==> src/rtl/operand_fetch_pkg.sv <==
// Shared constants, types and operand-select helper for the operand fetch stage.
package operand_fetch_pkg;

  localparam int DATA_W   = 32;
  localparam int ADDR_W   = 5;
  localparam int NUM_REGS = 1 << ADDR_W;

  typedef logic [DATA_W-1:0] data_t;
  typedef logic [ADDR_W-1:0] addr_t;

  localparam addr_t REG_ZERO = '0;

  typedef struct packed {
    data_t a;
    data_t b;
    data_t rs2_val;
    addr_t rd;
    logic  reg_write;
  } fetch_bundle_t;

  // x0 reads as zero; a writeback landing this edge overrides the stale file data.
  function automatic data_t read_operand(addr_t rs, logic wb_write, addr_t wb_addr,
                                         data_t wb_data, data_t rf_data);
    if (rs == REG_ZERO)
      return '0;
    else if (wb_write && (wb_addr == rs))
      return wb_data;
    else
      return rf_data;
  endfunction

endpackage

==> src/rtl/operand_fetch_if.sv <==
// Decode-side and execute-side handshakes of the operand fetch stage.
interface operand_fetch_if;
  import operand_fetch_pkg::*;

  logic  in_valid;
  logic  in_ready;
  addr_t in_rs1;
  addr_t in_rs2;
  logic  in_use_rs1;
  logic  in_use_rs2;
  addr_t in_rd;
  logic  in_reg_write;
  data_t in_imm;
  logic  in_use_imm;

  logic  out_valid;
  logic  out_ready;
  data_t out_a;
  data_t out_b;
  data_t out_rs2_val;
  addr_t out_rd;
  logic  out_reg_write;

  modport master (
    output in_valid, in_rs1, in_rs2, in_use_rs1, in_use_rs2, in_rd, in_reg_write,
           in_imm, in_use_imm, out_ready,
    input  in_ready, out_valid, out_a, out_b, out_rs2_val, out_rd, out_reg_write
  );

  modport slave (
    input  in_valid, in_rs1, in_rs2, in_use_rs1, in_use_rs2, in_rd, in_reg_write,
           in_imm, in_use_imm, out_ready,
    output in_ready, out_valid, out_a, out_b, out_rs2_val, out_rd, out_reg_write
  );

endinterface

==> src/rtl/operand_fetch_hazard_scoreboard.sv <==
// Pending-write scoreboard and RAW/WAW hazard detection for the operand fetch stage.
module hazard_scoreboard
  import operand_fetch_pkg::*;
(
  input  logic                clk,
  input  logic                rst,
  input  logic                set_en_i,
  input  addr_t               set_addr_i,
  input  logic                clr_en_i,
  input  addr_t               clr_addr_i,
  input  addr_t               rs1_i,
  input  addr_t               rs2_i,
  input  logic                use_rs1_i,
  input  logic                use_rs2_i,
  input  addr_t               rd_i,
  input  logic                reg_write_i,
  output logic [NUM_REGS-1:0] pend_o,
  output logic                hz1_o,
  output logic                hz2_o,
  output logic                hzw_o
);

  logic [NUM_REGS-1:0] pend_q, pend_d;

  // A register retiring on this edge is no longer an obstacle.
  function automatic logic unresolved(logic [NUM_REGS-1:0] pend, addr_t r,
                                      logic clr_en, addr_t clr_addr);
    return (r != REG_ZERO) && pend[r] && !(clr_en && (clr_addr == r));
  endfunction

  assign hz1_o  = use_rs1_i   && unresolved(pend_q, rs1_i, clr_en_i, clr_addr_i);
  assign hz2_o  = use_rs2_i   && unresolved(pend_q, rs2_i, clr_en_i, clr_addr_i);
  assign hzw_o  = reg_write_i && unresolved(pend_q, rd_i,  clr_en_i, clr_addr_i);
  assign pend_o = pend_q;

  // Set is applied after clear so a new writer wins over the retiring one.
  always_comb begin
    pend_d = pend_q;
    if (clr_en_i && (clr_addr_i != REG_ZERO))
      pend_d[clr_addr_i] = 1'b0;
    if (set_en_i && (set_addr_i != REG_ZERO))
      pend_d[set_addr_i] = 1'b1;
    pend_d[REG_ZERO] = 1'b0;
  end

  always_ff @(posedge clk) begin
    if (rst)
      pend_q <= '0;
    else
      pend_q <= pend_d;
  end

endmodule

==> src/rtl/operand_fetch.sv <==
// Register-read stage: drives register-file addresses, bypasses writeback,
// stalls on RAW/WAW hazards and buffers one operand bundle for execute.
module operand_fetch
  import operand_fetch_pkg::*;
(
  input  logic  clk,
  input  logic  rst,
  operand_fetch_if.slave bus,
  output addr_t R_Addr_A,
  output addr_t R_Addr_B,
  input  data_t R_Data_A,
  input  data_t R_Data_B,
  input  logic  wb_write,
  input  addr_t wb_addr,
  input  data_t wb_data
);

  logic                hz1, hz2, hzw, hazard, accept;
  logic [NUM_REGS-1:0] pend;
  data_t               rs1_val, rs2_val;
  fetch_bundle_t       buf_q, buf_d;
  logic                out_valid_q, out_valid_d;

  assign R_Addr_A = bus.in_rs1;
  assign R_Addr_B = bus.in_rs2;

  hazard_scoreboard u_scoreboard (
    .clk         (clk),
    .rst         (rst),
    .set_en_i    (accept && bus.in_reg_write),
    .set_addr_i  (bus.in_rd),
    .clr_en_i    (wb_write),
    .clr_addr_i  (wb_addr),
    .rs1_i       (bus.in_rs1),
    .rs2_i       (bus.in_rs2),
    .use_rs1_i   (bus.in_use_rs1),
    .use_rs2_i   (bus.in_use_rs2),
    .rd_i        (bus.in_rd),
    .reg_write_i (bus.in_reg_write),
    .pend_o      (pend),
    .hz1_o       (hz1),
    .hz2_o       (hz2),
    .hzw_o       (hzw)
  );

  assign hazard       = hz1 || hz2 || hzw;
  assign bus.in_ready = !hazard && (!out_valid_q || bus.out_ready);
  assign accept       = bus.in_valid && bus.in_ready;

  assign rs1_val = read_operand(bus.in_rs1, wb_write, wb_addr, wb_data, R_Data_A);
  assign rs2_val = read_operand(bus.in_rs2, wb_write, wb_addr, wb_data, R_Data_B);

  always_comb begin
    buf_d       = buf_q;
    out_valid_d = out_valid_q;
    if (accept) begin
      buf_d.a         = rs1_val;
      buf_d.b         = bus.in_use_imm ? bus.in_imm : rs2_val;
      buf_d.rs2_val   = rs2_val;
      buf_d.rd        = bus.in_rd;
      buf_d.reg_write = bus.in_reg_write;
      out_valid_d     = 1'b1;
    end else if (bus.out_ready) begin
      out_valid_d = 1'b0;
    end
  end

  always_ff @(posedge clk) begin
    if (rst) begin
      buf_q       <= '0;
      out_valid_q <= 1'b0;
    end else begin
      buf_q       <= buf_d;
      out_valid_q <= out_valid_d;
    end
  end

  assign bus.out_valid     = out_valid_q;
  assign bus.out_a         = buf_q.a;
  assign bus.out_b         = buf_q.b;
  assign bus.out_rs2_val   = buf_q.rs2_val;
  assign bus.out_rd        = buf_q.rd;
  assign bus.out_reg_write = buf_q.reg_write;

  a_x0_never_pending: assert property (@(posedge clk) disable iff (rst) !pend[REG_ZERO]);

endmodule

==> src/flat_wrapper.sv <==
// flat-port wrapper written by rule: the top's interface ports become plain ports
module operand_fetch_flat import operand_fetch_pkg::*;
  (clk, rst, R_Addr_A, R_Addr_B, R_Data_A, R_Data_B, wb_write, wb_addr, wb_data, bus_in_valid, bus_in_rs1, bus_in_rs2, bus_in_use_rs1, bus_in_use_rs2, bus_in_rd, bus_in_reg_write, bus_in_imm, bus_in_use_imm, bus_out_ready, bus_in_ready, bus_out_valid, bus_out_a, bus_out_b, bus_out_rs2_val, bus_out_rd, bus_out_reg_write);
  operand_fetch_if bus_i ();
  input  logic clk;
  input  logic rst;
  output addr_t R_Addr_A;
  output addr_t R_Addr_B;
  input  data_t R_Data_A;
  input  data_t R_Data_B;
  input  logic wb_write;
  input  addr_t wb_addr;
  input  data_t wb_data;
  input wire logic [$bits(bus_i.in_valid)-1:0] bus_in_valid;
  input wire logic [$bits(bus_i.in_rs1)-1:0] bus_in_rs1;
  input wire logic [$bits(bus_i.in_rs2)-1:0] bus_in_rs2;
  input wire logic [$bits(bus_i.in_use_rs1)-1:0] bus_in_use_rs1;
  input wire logic [$bits(bus_i.in_use_rs2)-1:0] bus_in_use_rs2;
  input wire logic [$bits(bus_i.in_rd)-1:0] bus_in_rd;
  input wire logic [$bits(bus_i.in_reg_write)-1:0] bus_in_reg_write;
  input wire logic [$bits(bus_i.in_imm)-1:0] bus_in_imm;
  input wire logic [$bits(bus_i.in_use_imm)-1:0] bus_in_use_imm;
  input wire logic [$bits(bus_i.out_ready)-1:0] bus_out_ready;
  output wire logic [$bits(bus_i.in_ready)-1:0] bus_in_ready;
  output wire logic [$bits(bus_i.out_valid)-1:0] bus_out_valid;
  output wire logic [$bits(bus_i.out_a)-1:0] bus_out_a;
  output wire logic [$bits(bus_i.out_b)-1:0] bus_out_b;
  output wire logic [$bits(bus_i.out_rs2_val)-1:0] bus_out_rs2_val;
  output wire logic [$bits(bus_i.out_rd)-1:0] bus_out_rd;
  output wire logic [$bits(bus_i.out_reg_write)-1:0] bus_out_reg_write;
  assign bus_i.in_valid = bus_in_valid;
  assign bus_i.in_rs1 = bus_in_rs1;
  assign bus_i.in_rs2 = bus_in_rs2;
  assign bus_i.in_use_rs1 = bus_in_use_rs1;
  assign bus_i.in_use_rs2 = bus_in_use_rs2;
  assign bus_i.in_rd = bus_in_rd;
  assign bus_i.in_reg_write = bus_in_reg_write;
  assign bus_i.in_imm = bus_in_imm;
  assign bus_i.in_use_imm = bus_in_use_imm;
  assign bus_i.out_ready = bus_out_ready;
  assign bus_in_ready = bus_i.in_ready;
  assign bus_out_valid = bus_i.out_valid;
  assign bus_out_a = bus_i.out_a;
  assign bus_out_b = bus_i.out_b;
  assign bus_out_rs2_val = bus_i.out_rs2_val;
  assign bus_out_rd = bus_i.out_rd;
  assign bus_out_reg_write = bus_i.out_reg_write;
  operand_fetch u_core (.clk(clk), .rst(rst), .bus(bus_i), .R_Addr_A(R_Addr_A), .R_Addr_B(R_Addr_B), .R_Data_A(R_Data_A), .R_Data_B(R_Data_B), .wb_write(wb_write), .wb_addr(wb_addr), .wb_data(wb_data));
endmodule
==> config.mk <==
export PLATFORM = sky130hd
export DESIGN_NAME = operand_fetch_flat
export DESIGN_NICKNAME = d
export VERILOG_FILES = /design/src/rtl/operand_fetch_pkg.sv /design/src/rtl/operand_fetch_if.sv /design/src/rtl/operand_fetch_hazard_scoreboard.sv /design/src/rtl/operand_fetch.sv /design/src/flat_wrapper.sv
export SDC_FILE = /design/constraint.sdc
export NUM_CORES = 1
export LEC_CHECK = 0
export CORE_ASPECT_RATIO = 1.5
export CORE_MARGIN = 3
export CORE_UTILIZATION = 46
export CTS_BUF_LIST = sky130_fd_sc_hd__clkbuf_2 sky130_fd_sc_hd__clkbuf_4 sky130_fd_sc_hd__clkbuf_8
export CTS_CLUSTER_SIZE = 12
export DETAILED_ROUTE_END_ITERATION = 16
export PLACE_DENSITY = 0.91
export SYNTH_ARGS = -nofsm -noshare
export SYNTH_HDL_FRONTEND = slang
export SYNTH_HIERARCHICAL = 1
export SYNTH_SLANG_ARGS = --single-unit
==> constraint.sdc <==
create_clock -name clk -period 4.45 [get_ports clk]
set_input_delay 0.6675 -clock clk [delete_from_list [all_inputs] [get_ports clk]]
set_output_delay 0.6675 -clock clk [all_outputs]
set_load 0.005 [all_outputs]
After elaboration in Yosys (flattened, before gate mapping)
Index checks and enable logic that the tools add are counted.

cells by class
  magnitude comparators = 6
  equality and inequality tests = 3
  muxes and demuxes = 19
  bitwise logic cells = 3
  reduce and logical (&&, ||, !) cells = 34

operators with widths
  operator                                                                              number
  32-bit two-way mux                                                                    7
  32-bit bitwise AND                                                                    1
  32-bit NOT                                                                            1
  32-bit bitwise OR                                                                     1
  5-bit by 6-bit less-than comparator with 1-bit output (second input constant)         4
  5-bit nonzero test                                                                    4
  1-bit logical AND                                                                     19
  1-bit binary-select mux with 5-bit select                                             3
  5-bit == test                                                                         3
  1-bit demux with 5-bit select                                                         2
  5-bit by 1-bit greater-or-equal comparator with 1-bit output (second input constant)  2
  5-bit logical NOT                                                                     2
  1-bit two-way mux                                                                     7
  1-bit logical NOT                                                                     5
  1-bit logical OR                                                                      3
  2-bit nonzero test                                                                    1

word-level totals
  register bits = 135
  input bits = 157
  output and inout bits = 114
  word-level logic and storage cells = 73

Logic depth before layout (Yosys ltp)
Gate-level depths: netlist of run 1.

  depth in word-level cells = 13
  gate-level depth with buffers = 15
  gate-level depth less buffers = 12

Cells and area by module
The synthesis of run 1 kept the hierarchy.

by module, submodules not included
  module             times used  cells an instance  area an instance (sq um)  sequential area each (sq um)
  operand_fetch      1           489                4,560.6                   2,062.0
  hazard_scoreboard  1           278                2,434.8                   620.6

Worst setup path before layout of run 1
Ideal clock, no wire load.

  kind = input port to flip-flop
  start point = input bus_in_rs2[1]
  end point = register u_core.u_scoreboard.pend_q[1], in the netlist u_core/u_scoreboard/pend_o[1]
  library setup time = 70 ps
  arrival = 3,314 ps
  slack = 1,066 ps
  cell stages on the path = 15
  path buffers = 3
  cells stage by stage = clkbuf_1 > mux4_1 > mux2i_1 > mux2_2 > o22ai_2 > nor4b_4 > and2_4 > buf_4 > buf_6 > nand2_1 > inv_1 > nand2b_1 > nor4_1 > nand2_1 > a21oi_1

between the ends
  word-level cells in the longest chain between the ends = 13
  elaborated cells between the ends (all ways) = 17
  classes of those cells = eq/ne (1); mux (3); reduce/logical (13)

ends and longest elaborated chain
  element                                                                       RTL line                               text
  from (decl)                                                                   flat_wrapper.sv:16                     input wire logic [$bits(bus_i.in_rs2)-1:0] bus_in_rs2;
  1-bit binary-select mux with 5-bit select or 5-bit == test (tied branches)    operand_fetch_hazard_scoreboard.sv:28  return (r != REG_ZERO) && pend[r] && !(clr_en && (clr_addr == r));
  1-bit two-way mux (implied by the code) or 1-bit logical AND (tied branches)  operand_fetch_hazard_scoreboard.sv:28
  1-bit logical AND or 1-bit logical NOT (tied branches)                        operand_fetch_hazard_scoreboard.sv:28
  1-bit logical AND (*)                                                         operand_fetch_hazard_scoreboard.sv:28
  1-bit logical AND (*)                                                         operand_fetch_hazard_scoreboard.sv:32  assign hz2_o = use_rs2_i && unresolved(pend_q, rs2_i, clr_en_i, clr_addr_i);
  via u_core.hz2                                                                operand_fetch.sv:18                    logic hz1, hz2, hzw, hazard, accept;
  1-bit logical OR (*) (2 in a row)                                             operand_fetch.sv:46                    assign hazard = hz1 || hz2 || hzw;
  1-bit logical NOT (*)                                                         operand_fetch.sv:47                    assign bus.in_ready = !hazard && (!out_valid_q || bus.out_ready);
  1-bit logical AND (*)                                                         operand_fetch.sv:47
  1-bit logical AND (*)                                                         operand_fetch.sv:48                    assign accept = bus.in_valid && bus.in_ready;
  1-bit logical AND (*)                                                         operand_fetch.sv:30                    .set_en_i (accept && bus.in_reg_write),
  1-bit logical AND (*)                                                         operand_fetch_hazard_scoreboard.sv:41  if (set_en_i && (set_addr_i != REG_ZERO))
  32-bit two-way mux (*)                                                        operand_fetch_hazard_scoreboard.sv:41
  to (signal assigned)                                                          operand_fetch_hazard_scoreboard.sv:50  pend_q <= pend_d;
  to (decl)                                                                     operand_fetch_hazard_scoreboard.sv:23  logic [NUM_REGS-1:0] pend_q, pend_d;

The timed path passes the listed nets; every way through them passes the cells marked *. The select of a mux whose other input is x is not followed.
A chain may end at the register's enable or synchronous reset.

Final worst setup path of run 1
  start point = input bus_in_rs1[0]
  end point = output bus_in_ready

between the ends
  word-level cells in the longest chain between the ends = 9
  elaborated cells between the ends (all ways) = 13
  classes of those cells = eq/ne (1); mux (2); reduce/logical (10)

ends and longest elaborated chain
  element                                                                       RTL line                               text
  from (decl)                                                                   flat_wrapper.sv:15                     input wire logic [$bits(bus_i.in_rs1)-1:0] bus_in_rs1;
  1-bit binary-select mux with 5-bit select or 5-bit == test (tied branches)    operand_fetch_hazard_scoreboard.sv:28
  1-bit two-way mux (implied by the code) or 1-bit logical AND (tied branches)  operand_fetch_hazard_scoreboard.sv:28
  1-bit logical AND or 1-bit logical NOT (tied branches)                        operand_fetch_hazard_scoreboard.sv:28
  1-bit logical AND (*)                                                         operand_fetch_hazard_scoreboard.sv:28
  1-bit logical AND (*)                                                         operand_fetch_hazard_scoreboard.sv:31  assign hz1_o = use_rs1_i && unresolved(pend_q, rs1_i, clr_en_i, clr_addr_i);
  via u_core.hz1                                                                operand_fetch.sv:18
  1-bit logical OR (*) (2 in a row)                                             operand_fetch.sv:46
  1-bit logical NOT (*)                                                         operand_fetch.sv:47
  1-bit logical AND (*)                                                         operand_fetch.sv:47
  to (decl)                                                                     flat_wrapper.sv:24                     output wire logic [$bits(bus_i.in_ready)-1:0] bus_in_ready;

Marked as above.

==> results of run 1 <==
## critical path: stages
cell	delay [ps]
clkdlybuf4s50_1	590
mux4_1	570
mux2i_1	240
mux2_2	210
o22ai_2	110
nor4b_1	460
clkdlybuf4s50_1	590
## power by group
group,switching (mW),total [mW],internal (mW)
clock network,0.485,1.03,0.542
logic,0.299,0.666,0.367
registers,0.0397,1.31,1.27
total,0.823,3.00,2.18
## worst max-delay path by stage
| stage | startpoint | end | slack, ps | depth (start not counted) |
|---|---|---|---|---|
| final | bus_in_rs1[0] | bus_in_ready | 340 | 7 |
| after global routing | bus_in_rs1[0] | bus_in_ready | 270 | 7 |
| after CTS | bus_in_rs1[0] | bus_in_ready | 380 | 7 |
| after detailed placement | bus_in_rs1[0] | bus_in_ready | 410 | 7 |
| after global placement | bus_in_rs1[0] | bus_in_ready | 510 | 7 |
| after floorplan | bus_in_rs2[1] | u_core/u_scoreboard/pend_o[1]$_SDFF_PP0_ | 1070 | 15 |
## registers in the layout (all words and copies together), names as in the netlist
register,flops
u_core/u_scoreboard/pend_o,31
u_core/bus.out_rd,5
u_core/bus.out_b,32
u_core/bus.out_rs2_val,32
u_core/bus.out_valid,1
u_core/bus.out_reg_write,1
u_core/bus.out_a,32
## metrics by stage
step	total power [mW]	instances	cell area, µm²
after floorplan	1.60	765	6980
after global placement	1.98	1188	9690
after detailed placement	2.00	1188	9690
after CTS	3.02	1219	10100
after global routing	3.12	1219	10100
final	3.00	1219	10100
## routing by layer
layer	vias up	routed length (µm)
li1	3225	-
met1	3370	9210
met2	476	13400
met3	119	2420
met4	0	1610
met5	-	0
## final cells by class
class	count	share of cell area, %
clock inverter	11	1.24
multi-input combinational	553	37.7
timing repair buffer	301	29.2
tap	196	2.43
inverter	4	0.149
clock buffer	20	2.73
sequential	134	26.6
==> results by group, run 1 <==
Setup path
  – Worst-path maximum fanout: 3
  – Crit Reg-Reg Startpoint: u_core/u_scoreboard/pend_o[28]$_SDFF_PP0_
  – CP endpoint kind: primary output
  – R2r setup slk: 1300 ps
  – CP required: 3780 ps
  – Critical Path Start Type: input port
  – Setup CP Type: in2out
  – FF-to-FF path depth: 12
  – Reg2reg end: u_core/u_scoreboard/pend_o[13]$_SDFF_PP0_
  – Crit path DAT: 3440 ps

Floorplan
  – Initial core utilization: 47.4%
  – Io pins: 271
  – Die Ht: 157 µm
  – Die width: 107 µm
  – Row count: 54
  – Core area: 0.0147 mm²
  – DIE AREA: 0.0167 mm²

Global route
  – Grt ovf: 0
  – Initial antenna violation count: 0
  – First-pass GRT wire length: 39600 µm
  – Total GRT Usage: 30.4%
  – Vias in the first global route: 7131
  – Grt met1 use: 32.3%
  – Met3 usage: 8.41%
  – Largest net degree at the start of global routing: 54
  – GR Layer Usage met2: 54.0%
  – Busiest grt layer: met2

Routing
  – Detail-routed net length per standard cell: 21.8 µm
  – DRT Wirelength: 26600 µm
  – Via count: 7190
  – Vias per std cell: 5.90
  – Antenna Nets Post-Route: 0
  – DRC viols: 0
  – First-pass DRT Iterations: 7
  – Iter 0 DRT Violations: 613

STA
  – Final Cycle Share: 92.4%
  – Clk_skew: 10.4 ps
  – Worst setup margin: 339 ps
  – Worst Tran Pin Value: 850 ps
  – Unrepaired setup endpoints after global routing: false
  – TNS Setup: 0 ps
  – WHS: 450 ps
  – Post-layout min period: 4110 ps
  – Highest clock rate: 243 MHz
  – Final setup viols: 0
  – Final Hold Fails: 0
  – Pins Over Slew Limit: 0
  – Max-slew headroom: 43.2%

Clocking
  – Clock transition at path regs: 80 ps
  – Post-CTS Setup Repair Bufs: 0
  – Clock latency on the worst-skew pair: 410 ps
  – CTS max path bufs: 2
  – CTS Sinks: 134
  – Root Buffer: clkbuf_8
  – H-tree depth: 4
  – Hold Buf Count CTS: 0
  – CTS-repair resized insts: 0
  – CTS tree: yes
  – Cts bufs inserted: 17

Pwr
  – Power per cell area: 298 mW/mm²
  – Static Leakage: 3.68 nW
  – Peak VDD IR: 0.000186 V

Layout
  – Multi-input gate area: 0.00380 mm²
  – Most common cell after layout, fill and taps aside: clkdlybuf4s50_1
  – Finished Core Util: 68.5%
  – Most frequent cells in the layout: 269 x clkdlybuf4s50_1, 134 x dfxtp_1, 119 x nand2_1
  – Layout cell share with drive strength beyond 1: 8.99%
  – Sequential Area: 0.00268 mm²
  – Fin nets: 1168
  – Number of diodes: 0
  – Fillers: 1157
  – Area growth syn-to-layout: 44.5%

Job
  – Maxcap violations: 0

Place
  – Setup WS pre-CTS: 406 ps
  – Post-detail-place hpwl: 20200 µm
  – RD Place Congestion: 1.13
  – Port Buf Inserts: 270

Min path
  – Hold Path Class: reg2reg
  – Hold Crit Depth: 2
  – Hold Path Origin: u_core/bus.out_a[6]$_SDFFE_PP0P_
  – Hold Path End: u_core/bus.out_a[6]$_SDFFE_PP0P_

Yosys
  – Mapped Nets: 922
  – Post-Syn Area per Cell: 9.13 µm²
  – Cell Area, Synth: 0.00698 mm²
  – Warnings from Yosys: 6
  – Post-synthesis instance total: 765

Outcome
  – Run status: complete, no violations
No activity file was read; power rests on OpenSTA's default activity.
==> inputs of run 2 (changes only) <==
--- a/config.mk
+++ b/config.mk
@@ -9,3 +9,3 @@
 export CORE_MARGIN = 3
-export CORE_UTILIZATION = 46
+export CORE_UTILIZATION = 41
 export CTS_BUF_LIST = sky130_fd_sc_hd__clkbuf_2 sky130_fd_sc_hd__clkbuf_4 sky130_fd_sc_hd__clkbuf_8
@@ -13,6 +13,5 @@
 export DETAILED_ROUTE_END_ITERATION = 16
-export PLACE_DENSITY = 0.91
+export PLACE_DENSITY = 0.8
 export SYNTH_ARGS = -nofsm -noshare
 export SYNTH_HDL_FRONTEND = slang
-export SYNTH_HIERARCHICAL = 1
 export SYNTH_SLANG_ARGS = --single-unit
--- a/constraint.sdc
+++ b/constraint.sdc
@@ -3,2 +3,2 @@
 set_output_delay 0.6675 -clock clk [all_outputs]
-set_load 0.005 [all_outputs]
+set_load 0.1 [all_outputs]
==> run 2 against run 1 <==
  * Area after synthesis rose by 17%
  * Cell area rose by 13%
  * Critical path type unchanged
  * Sequential share of layout area fell by 3.1 points
==> results by group, run 2 <==
Routing
  – Iter 0 DRT Violations: 555
  – Detail-routed net length per standard cell: 22.5 µm
  – Vias per std cell: 6.03
  – DRT Wirelength: 31000 µm
  – First-pass DRT Iterations: 5
  – Antenna Nets Post-Route: 0
  – DRC viols: 0
  – Via count: 8332

Clocking
  – Clock transition at path regs: 80 ps
  – Hold Buf Count CTS: 0
  – CTS-repair resized insts: 0
  – Post-CTS Setup Repair Bufs: 0
  – Clock latency on the worst-skew pair: 450 ps
  – H-tree depth: 4
  – CTS Sinks: 134
  – CTS max path bufs: 2
  – CTS tree: yes
  – Cts bufs inserted: 17
  – Root Buffer: clkbuf_8

Global route
  – Largest net degree at the start of global routing: 88
  – Vias in the first global route: 8326
  – Grt ovf: 0
  – Total GRT Usage: 27.6%
  – Initial antenna violation count: 0
  – First-pass GRT wire length: 46400 µm

Yosys
  – Post-synthesis simple-gate area fraction: 18.5%
  – Post-synthesis adder-cell area fraction: 0%
  – Post-Synth XOR/XNOR Area: 1.60%
  – Cell Area, Synth: 0.00819 mm²
  – Synth cell count leaders: 134 x dfxtp_1, 118 x nand2_1, 71 x mux2i_1
  – Count leader, synth: dfxtp_1
  – Post-synthesis compound-gate area fraction: 22.2%
  – FFs w/ async S/R, synth: 0%
  – Synth area leaders: dfxtp_1 33%, mux2i_1 8.7%, a211o_1 6.8%
  – Post-Syn Area per Cell: 9.03 µm²
  – Ys flop type: dfxtp_1
  – Post-synth top area share: 32.8%
  – Number of synthesized flops with an enable pin: 0
  – Warnings from Yosys: 0
  – Largest family of logic cells by synthesized area: compound AO/OA/AOI/OAI gates
  – Mapped Nets: 1064
  – Post-synthesis mux area share: 18.7%
  – Number of synthesized register bits: 134
  – Synth cell types: 53
  – Sequential area share after synthesis: 32.8%
  – Post-synthesis instance total: 907
  – Area leader, netlist: dfxtp_1

STA
  – Max-slew headroom: 28.7%
  – Pins Over Slew Limit: 0
  – Unrepaired setup endpoints after global routing: false
  – Worst Tran Pin Value: 1070 ps
  – Highest clock rate: 244 MHz
  – Final setup viols: 0
  – Final Hold Fails: 0
  – Post-layout min period: 4100 ps
  – Final Cycle Share: 92.0%
  – Clk_skew: 18.1 ps
  – TNS Setup: 0 ps

Layout
  – Number of diodes: 0
  – Layout cell share with drive strength beyond 1: 12.0%
  – Area growth syn-to-layout: 39.3%
  – Fillers: 1696
  – Finished Core Util: 58.8%
  – Most common cell after layout, fill and taps aside: clkdlybuf4s50_1
  – Most frequent cells in the layout: 261 x clkdlybuf4s50_1, 134 x dfxtp_1, 118 x nand2_1
  – Fin nets: 1270

Setup path
  – Worst-path maximum fanout: 8
  – R2r setup slk: 1520 ps
  – CP endpoint kind: primary output
  – Crit path DAT: 3430 ps
  – Critical Path Start Type: input port
  – Setup CP Type: in2out
  – CP required: 3780 ps

Min path
  – Hold Path Class: reg2reg

Place
  – Port Buf Inserts: 270
  – Post-detail-place hpwl: 21600 µm
  – RD Place Congestion: 0.968

Pwr
  – Peak VDD IR: 0.000247 V
  – Power per cell area: 339 mW/mm²
  – Power, Total: 3.86 mW
  – Static Leakage: 4.20 nW

Floorplan
  – DIE AREA: 0.0217 mm²
  – Io pins: 271
  – Row count: 62
  – Die Ht: 179 µm
  – Core area: 0.0194 mm²
  – Die width: 121 µm
  – Initial core utilization: 42.2%

Outcome
  – Run status: complete, no violations

Job
  – Maxcap violations: 0
-- run 2: final cells by class --
cell class / instances / area (µm²) / share of cell area [%]
flip-flops and latches: 134 / 2680 / 23.5
clock inverters: 11 / 176 / 1.55
well taps: 256 / 320 / 2.81
inverters: 1 / 3.75 / 0.0329
multi-input cells: 670 / 5070 / 44.4
clock buffers: 20 / 263 / 2.30
repair buffers: 289 / 2900 / 25.4
-- run 2: cells by family (layout without fill, tap and decap cells) --
logic type	count (synthesis)	count (layout)
xor gates and xnor gates	15	15
buffers and inverters	103	321
muxes	126	126
and+or+nand+nor	285	285
DFF	134	134
AOI/OAI and AO/OA	244	244
-- run 2: layer usage --
layer | share of wire (%) | track usage, %
met3 | 7.1 | 6.00
met2 | 50 | 47.8
met4 | 5.0 | 15.0
met5 | 0 | 0
met1 | 38 | 31.5
-- run 2: power by group --
group	switching, mW	leakage, nW	total (mW)	internal, mW
Clock	0.494	0.220	1.13	0.638
Sequential	0.0443	1.10	1.32	1.28
Combinational	0.967	2.88	1.41	0.441
-- run 2: path summary, 6_finish.rpt --
kind,from,end,depth (start not counted)
worst min register to register,u_core.bus.out_rd[2]$_SDFFE_PP0P_,u_core.bus.out_rd[2]$_SDFFE_PP0P_,2
worst max register to register,u_core.u_scoreboard.pend_o[30]$_SDFF_PP0_,u_core.u_scoreboard.pend_o[8]$_SDFF_PP0_,7
worst min-delay path,u_core.bus.out_rd[2]$_SDFFE_PP0P_,u_core.bus.out_rd[2]$_SDFFE_PP0P_,2
worst max-delay path,bus_in_rd[0],bus_in_ready,7
-- run 2: critical path, stage by stage --
cell and delay [ps]:
clkdlybuf4s50_1 820, mux4_2 600, a32oi_1 290, o211ai_1 210, o21a_1 350, nor3_2 280, buf_12 210
-- run 2: stage by stage --
step | instance area (µm²) | hold WS (ps) | setup slack [ps] | cells
after floorplan | 8200 | 481 | 407 | 907
after global placement | 11000 | 459 | 338 | 1350
after detailed placement | 11000 | 470 | 285 | 1350
after CTS | 11400 | 483 | 326 | 1381
after global routing | 11400 | 501 | 233 | 1381
final | 11400 | 475 | 355 | 1381
